`src/rtl/ghr_ckpt_ctrl.sv`:
```
// Speculative global-history controller with per-branch checkpoints in a circular buffer.
// Optional illegal-event flag enabled by defining GHR_CKPT_CHECK_EN.
module ghr_ckpt_ctrl #(
  parameter int HIST_W = 10,
  parameter int DEPTH  = 8,
  parameter int TAG_W  = $clog2(DEPTH)
) (
  input  logic              clk,
  input  logic              reset,
  input  logic              pred_valid,
  input  logic              pred_taken,
  output logic              pred_ready,
  output logic [TAG_W-1:0]  pred_tag,
  input  logic              retire_valid,
  input  logic              mispredict_valid,
  input  logic [TAG_W-1:0]  mispredict_tag,
  input  logic              mispredict_taken,
  output logic [HIST_W-1:0] history,
  output logic [TAG_W:0]    count,
  output logic              ckpt_err
);

  localparam logic [TAG_W:0]   FULL_CNT = (TAG_W+1)'(DEPTH);
  localparam logic [TAG_W-1:0] TAG_ONE  = TAG_W'(1);
  localparam logic [TAG_W:0]   CNT_ONE  = (TAG_W+1)'(1);

  logic [HIST_W-1:0] ckpt [DEPTH];
  logic [TAG_W-1:0]  head, tail;
  logic [TAG_W-1:0]  mp_off;
  logic              full, mp_in_win, mp, ret, alloc;

  assign full       = (count == FULL_CNT);
  assign pred_ready = !full && !mispredict_valid;
  assign pred_tag   = tail;
  assign alloc      = pred_valid && pred_ready;
  assign ret        = retire_valid && (count != '0);

  // Age of the mispredicted tag relative to head; in the window iff younger than count.
  assign mp_off    = mispredict_tag - head;
  assign mp_in_win = (count != '0) && ({1'b0, mp_off} < count);
  assign mp        = mispredict_valid && mp_in_win;

  always_ff @(posedge clk or posedge reset) begin
    if (reset) begin
      history <= '0;
      head    <= '0;
      tail    <= '0;
      count   <= '0;
    end else if (mp) begin
      history <= {ckpt[mispredict_tag][HIST_W-2:0], mispredict_taken};
      tail    <= mispredict_tag + TAG_ONE;
      head    <= head + TAG_W'(ret);
      // (tag - head') + 1 with head' = head + ret; zero when retire frees the tag itself
      count   <= ({1'b0, mp_off} + CNT_ONE) - (TAG_W+1)'(ret);
    end else begin
      if (alloc)
        history <= {history[HIST_W-2:0], pred_taken};
      head  <= head + TAG_W'(ret);
      tail  <= tail + TAG_W'(alloc);
      count <= count + (TAG_W+1)'(alloc) - (TAG_W+1)'(ret);
    end
  end

  // Checkpoint storage is data only: no reset, validity tracked by head/tail.
  always_ff @(posedge clk) begin
    if (alloc)
      ckpt[tail] <= history;
  end

`ifdef GHR_CKPT_CHECK_EN
  logic err_ev;
  assign err_ev = (retire_valid && (count == '0)) ||
                  (mispredict_valid && !mp_in_win) ||
                  (pred_valid && full && !mispredict_valid);

  always_ff @(posedge clk or posedge reset) begin
    if (reset)
      ckpt_err <= 1'b0;
    else if (err_ev)
      ckpt_err <= 1'b1;
  end
`else
  assign ckpt_err = 1'b0;
`endif

endmodule

```
`config.mk`:
```
export PLATFORM = sky130hd
export DESIGN_NAME = ghr_ckpt_ctrl
export DESIGN_NICKNAME = d
export VERILOG_FILES = /design/src/rtl/ghr_ckpt_ctrl.sv
export SDC_FILE = /design/constraint.sdc
export NUM_CORES = 1
export LEC_CHECK = 0
export CORE_MARGIN = 1
export CORE_UTILIZATION = 50
export DETAILED_ROUTE_END_ITERATION = 10
export HOLD_SLACK_MARGIN = 0.1
export PLACE_DENSITY = 0.7
export SYNTH_ARGS = -nofsm -noshare
export SYNTH_HDL_FRONTEND = slang
export SYNTH_SLANG_ARGS = --single-unit
```
`constraint.sdc`:
```
create_clock -name clk -period 5.7 [get_ports clk]
set_clock_uncertainty 0.15 [all_clocks]
set_input_delay 0.855 -clock clk [delete_from_list [all_inputs] [get_ports clk]]
set_output_delay 0.855 -clock clk [all_outputs]
set_load 0.01 [all_outputs]
```
======== Yosys cells after proc, flatten, opt, wreduce, memory -nomap -nowiden ========
Memories as Yosys holds them, arrays and structs flattened.
Index checks and enable logic that the tools add are counted.
storage, ports and cells
  register bits after elaboration ......... 20
  latch bits .............................. 0
  RAM bits ................................ 80
  bits in read-only memories .............. 0
  input port bits ......................... 10
  output and inout port bits .............. 19
  memories ................................ 1
memory list
  name  words  bits a word  rd ports  clocked after memory_dff  wr ports  line  RTL
  ckpt  8      10           1         0                         1         27    logic [HIST_W-1:0] ckpt [DEPTH];
cells by class
  add/subtract/negate cells ............... 8
  $mul .................................... 0
  divide/modulo/power cells ............... 0
  $lt $le $gt $ge ......................... 1
  eq/ne operators ......................... 1
  shift-type cells ........................ 0
  multiplexer cells ....................... 6
  bitwise operators ....................... 0
  reduce and logical (&&, ||, !) cells .... 9
operators by type and width
  kind                                          count
  two-way mux 10 bit                            2
  subtractor 4 x 1 -> 4 bit                     2
  adder 3 x 1 -> 3 bit                          2
  logical AND 1 bit                             5
  adder 3 x 1 -> 4 bit (second input constant)  1
  adder 4 x 1 -> 4 bit                          1
  == test 4 bit (second input constant)         1
  < comparator 3 x 4 -> 1 bit                   1
  two-way mux 4 bit                             1
  nonzero test 4 bit                            1
  adder 3 x 1 -> 3 bit (second input constant)  1
  two-way mux 3 bit                             1
  subtractor 3 bit                              1
  zero test 1 bit                               2
  two-way mux 1 bit                             2
  nonzero test 2 bit                            1

======== Logic depth before layout (Yosys ltp) ========
  depth after elaboration ................. 7
  mapped depth ............................ 15
  mapped depth without buffers ............ 11

======== Least setup slack after synthesis ========
No wires, ideal clock.
  kind .................................... input to register
  start ................................... input port mispredict_tag[0]
  end ..................................... register count[0]
  arrival time ............................ 3314 ps
  data required time ...................... 5425 ps
  slack ................................... 2111 ps
  stages .................................. 14
  buffers on the path ..................... 3
  path through ............................ buf_6 buf_6 inv_1 ha_1 inv_1 fa_1 xor2_1 xnor2_1 ha_1 or2_1 o311a_4 or2_1 buf_6 mux2_4
on the way
  longest elaborated chain between the ends .. 5
ends and longest elaborated chain
  item                                                          line  RTL
  start, declared                                               16    input logic [TAG_W-1:0] mispredict_tag,
  subtractor 3 bit (*)                                          39    assign mp_off = mispredict_tag - head;
  branches (longest 3 deep; another with adder 3 x 1 -> 4 bit)  n/a
  two-way mux 4 bit (*)                                         49    end else if (mp) begin
  end signal, assigned                                          54    count <= ({1'b0, mp_off} + CNT_ONE) - (TAG_W+1)'(ret);
  end signal, assigned                                          60    count <= count + (TAG_W+1)'(alloc) - (TAG_W+1)'(ret);
  end, declared                                                 19    output logic [TAG_W:0] count,
Every way passes the cells marked *.
A chain may end at the register's enable or synchronous reset.

======== Worst setup path in the final report ========
  start ................................... input port mispredict_tag[0]
  end ..................................... register tail[1], in the netlist pred_tag[1]
on the way
  longest elaborated chain between the ends .. 5
ends and longest elaborated chain
  item                         line  RTL
  subtractor 3 bit             39
  < comparator 3 x 4 -> 1 bit  40    assign mp_in_win = (count != '0) && ({1'b0, mp_off} < count);
  logical AND 1 bit            40
  logical AND 1 bit            41    assign mp = mispredict_valid && mp_in_win;
  two-way mux 3 bit (*)        49
  end signal, assigned         51    tail <= mispredict_tag + TAG_ONE;
  end signal, assigned         59    tail <= tail + TAG_W'(alloc);
  end, declared                28    logic [TAG_W-1:0] head, tail;
Mark *: on every way between the ends. The rest lies on a longest branch, timed or not.

==> metrics <==
max incr delay on CP 480 ps; Resize count post-CTS 0; highest ir drop seen on vdd 0.000258 V; TritonRoute pass-1 iters 4; routed via count divided by cell count 5.54; WL per Instance roughly 19 µm; total congestion overflow after global routing 0; TNS Setup 0 ps; setup fix buffers added after clock tree synthesis 0; area of the die 0.00849 mm²; number of nets produced by synthesis around 270; kind of launch point of the worst setup path input port; CTS sink cnt 92; number of cells on the worst hold path 1; clock transition at the registers of the reported paths 90 ps; Final HPWL DP 4730 µm; maximum capacitance violations 0; Max Freq 267 MHz; Final Cycle Share about 66%; antenna diode count 0; Worst Path Required 5780 ps; run status complete, no violations; number of routed nets with antenna violations 0; number of antenna violations at the first check in global routing 0; count of hold-fix buffers inserted at cts 0; vias in the first global route 2,185; floorplan core area around 0.0078 mm²; number of fill cells 603; Post-synth EDFFs 72; sequential area share after synthesis between 60% and 70%; most used flip-flop cell after synthesis edfxtp_1; Final Max Slew Viols 0; switching power slightly above 700 µW; instance area after placement roughly 0.0045 mm²; drt first-iter violations about 120; sequence of cells on the critical path clkdlybuf4s50_1 -> inv_1 -> ha_1 -> inv_1 -> fa_1 -> xor2_1 -> xnor2_1 -> ha_1 -> or2_1 -> o311a_4 -> or2_1 -> mux2_4; ratio of cells with drive above 1 in the final layout 16.5%; synthesized instance count between 200 and 250; syn avg cell area ~17 µm²; part of the power in combinational logic a little under a third; start point of the worst hold path head[2]; pin count of the biggest net entering global routing 21; maximum root-to-sink buffer count 2; worst-path cell with the longest stage delay or2_1; clock tree from TritonCTS yes; vertical die dimension 92.1 µm; number of vias in the routed layout 2,112; async set or reset register ratio after synthesis 21.7%; slew of the pin with the lowest slew margin between 1000 and 1500 ps; placer's final routability congestion estimate 0.747; startpoint of the most critical register-to-register path head[0]; final count of hold timing violations 0; switching share of power between 30% and 40%; number of different library cells in the post-synthesis netlist 38; sequential share of power ~50%; power share of the clock group 19.2%; Finish-stage setup viols 0; Crit Path Category in2reg; worst slack on hold paths 348 ps; clock insertion delay at the later pin of the skew report between 300 and 400 ps; drc violations 0; minimum setup slack among reg-to-reg paths around 2600 ps; Top delay family on crit path adder cells; global routing usage summed across all routing layers between 10% and 20%; total power 2180 µW; setup repair after global routing missed its margin no; Final Cell Area 0.00466 mm²; initial cell density of the core between 50% and 60%; endpoint with the worst hold slack head[2]; capture point of the worst reg-to-reg path pred_tag[1]; routing usage on met2 28.5%; GR peak layer met2; number of top-level pins 29; Static Leakage 0.00175 µW; Inserted Clock Buffers 9; wire length of the first global-routing pass 11,700 µm; Total Nets Final 303; final core utilization between 50 and 60%; met1 demand-to-capacity share in global routing 27.9%; Buffers on Ports 27; post-layout minimum cycle time around 3700 ps; internal power of the cells ~1500 µW; Rows 32; worst rel slew slack between 30% and 40%; areal power density over the cells 467 mW/mm²; overall die width 92.1 µm; Routed WL 7170 µm; hold crit path type reg2reg; number of gates on the worst path with buffers counted 12; endpoint type of the worst setup path flop; Post-Synthesis Cell Area 0.00406 mm²; area growth from synthesis to layout 14.7%; number of buffer and inverter stages on the critical path 3; CTS H-tree lvls 3; Worst Reg2Reg Path Length in Cells 10; CP max FO 15; clock root cell clkbuf_8; count of state elements after synthesis 92; arrival time of data at the critical path endpoint 3830 ps; met3 track demand over resource in global routing 4.06%; number of warning messages in the yosys log 0
-- per-layer routing --
| metal | wire length, µm | vias up |
|---|---|---|
| li1 | - | 977 |
| met3 | 349 | 10 |
| met5 | 0 | - |
| met4 | 99 | 0 |
| met1 | 3380 | 1063 |
| met2 | 3340 | 62 |
-- cell type report --
| class | instances | area [µm²] | share of cell area (%) |
|---|---|---|---|
| Sequential cell | 92 | 2660 | 57.2 |
| Multi-Input combinational cell | 114 | 1260 | 27.1 |
| Timing Repair Buffer | 36 | 338 | 7.25 |
| Tap cell | 102 | 128 | 2.74 |
| Clock buffer | 9 | 124 | 2.66 |
| Inverter | 21 | 78.8 | 1.69 |
| Clock inverter | 7 | 65.1 | 1.40 |
-- flip-flops by register name, summed over array words and instances (netlist names) --
register	flops
ckpt	72
history	10
count	4
head	3
pred_tag	3
-- cell usage after synthesis, types with 3 or more instances --
master,number,area (µm²)
a21oi_1,4,20.0
buf_2,3,15.0
buf_4,3,22.5
buf_6,4,45.0
dfrtp_1,20,500
edfxtp_1,72,2160
ha_1,17,213
inv_1,20,75.1
mux2i_1,12,120
mux4_1,6,158
mux4_2,12,270
nand2_1,11,41.3
nor2_1,4,15.0
nor3_1,6,30.0
o21ai_0,3,15.0
o221ai_1,7,61.3
xnor2_1,3,26.3
xor2_1,4,35.0
-- power by group through the flow --
stage | clock (µW) | sequential (µW) | combinational (µW)
final | 419 | 1090 | 667
after floorplan | 0 | 1070 | 436
after global placement | 0 | 1100 | 662
after detailed placement | 0 | 1110 | 673
after global routing | 463 | 1120 | 745
after CTS | 428 | 1090 | 676
-- through the flow --
stage | setup WS [ps] | instances
floorplan | 2110 | 238
global placement | 1630 | 365
detailed placement | 1590 | 365
CTS | 1950 | 381
global route | 1800 | 381
finish | 1960 | 381
-- cell families after synthesis --
| kind of cell | Yosys count | share of synthesized area [%] |
|---|---|---|
| AO/OA/AOI/OAI | 22 | 4.10 |
| XOR/XNOR | 7 | 1.51 |
| adder cells (fa/ha/maj) | 19 | 6.22 |
| buffers and inverters | 32 | 4.07 |
| flip-flops | 92 | 65.6 |
| multiplexers | 32 | 14.2 |
| other | 1 | 0.0923 |
| AND/OR/NAND/NOR | 33 | 4.22 |
-- how the worst max path moves through the flow --
stage / from / to / slack [ps]
global route: mispredict_tag[0] / pred_tag[1] / 1800
finish: mispredict_tag[0] / pred_tag[1] / 1960
CTS: mispredict_tag[0] / pred_tag[1] / 1950
floorplan: mispredict_tag[0] / count[0] / 2110
global placement: mispredict_tag[0] / pred_tag[1] / 1630
detailed placement: mispredict_tag[0] / count[0] / 1590
-- layout by cell type (no fill, tap or decap), drive strengths merged, types with 2 or more instances in the layout --
| master | n |
|---|---|
| a21oi | 5 |
| and2 | 2 |
| buf | 9 |
| clkbuf | 9 |
| clkdlybuf4s50 | 27 |
| clkinv | 4 |
| dfrtp | 20 |
| edfxtp | 72 |
| fa | 2 |
| ha | 17 |
| inv | 22 |
| mux2 | 2 |
| mux2i | 12 |
| mux4 | 18 |
| nand2 | 12 |
| nor2 | 4 |
| nor3 | 6 |
| nor3b | 2 |
| nor4b | 2 |
| o21ai | 5 |
| o221ai | 7 |
| or2 | 2 |
| xnor2 | 3 |
| xor2 | 4 |
Power figures use the tool's default switching activity.
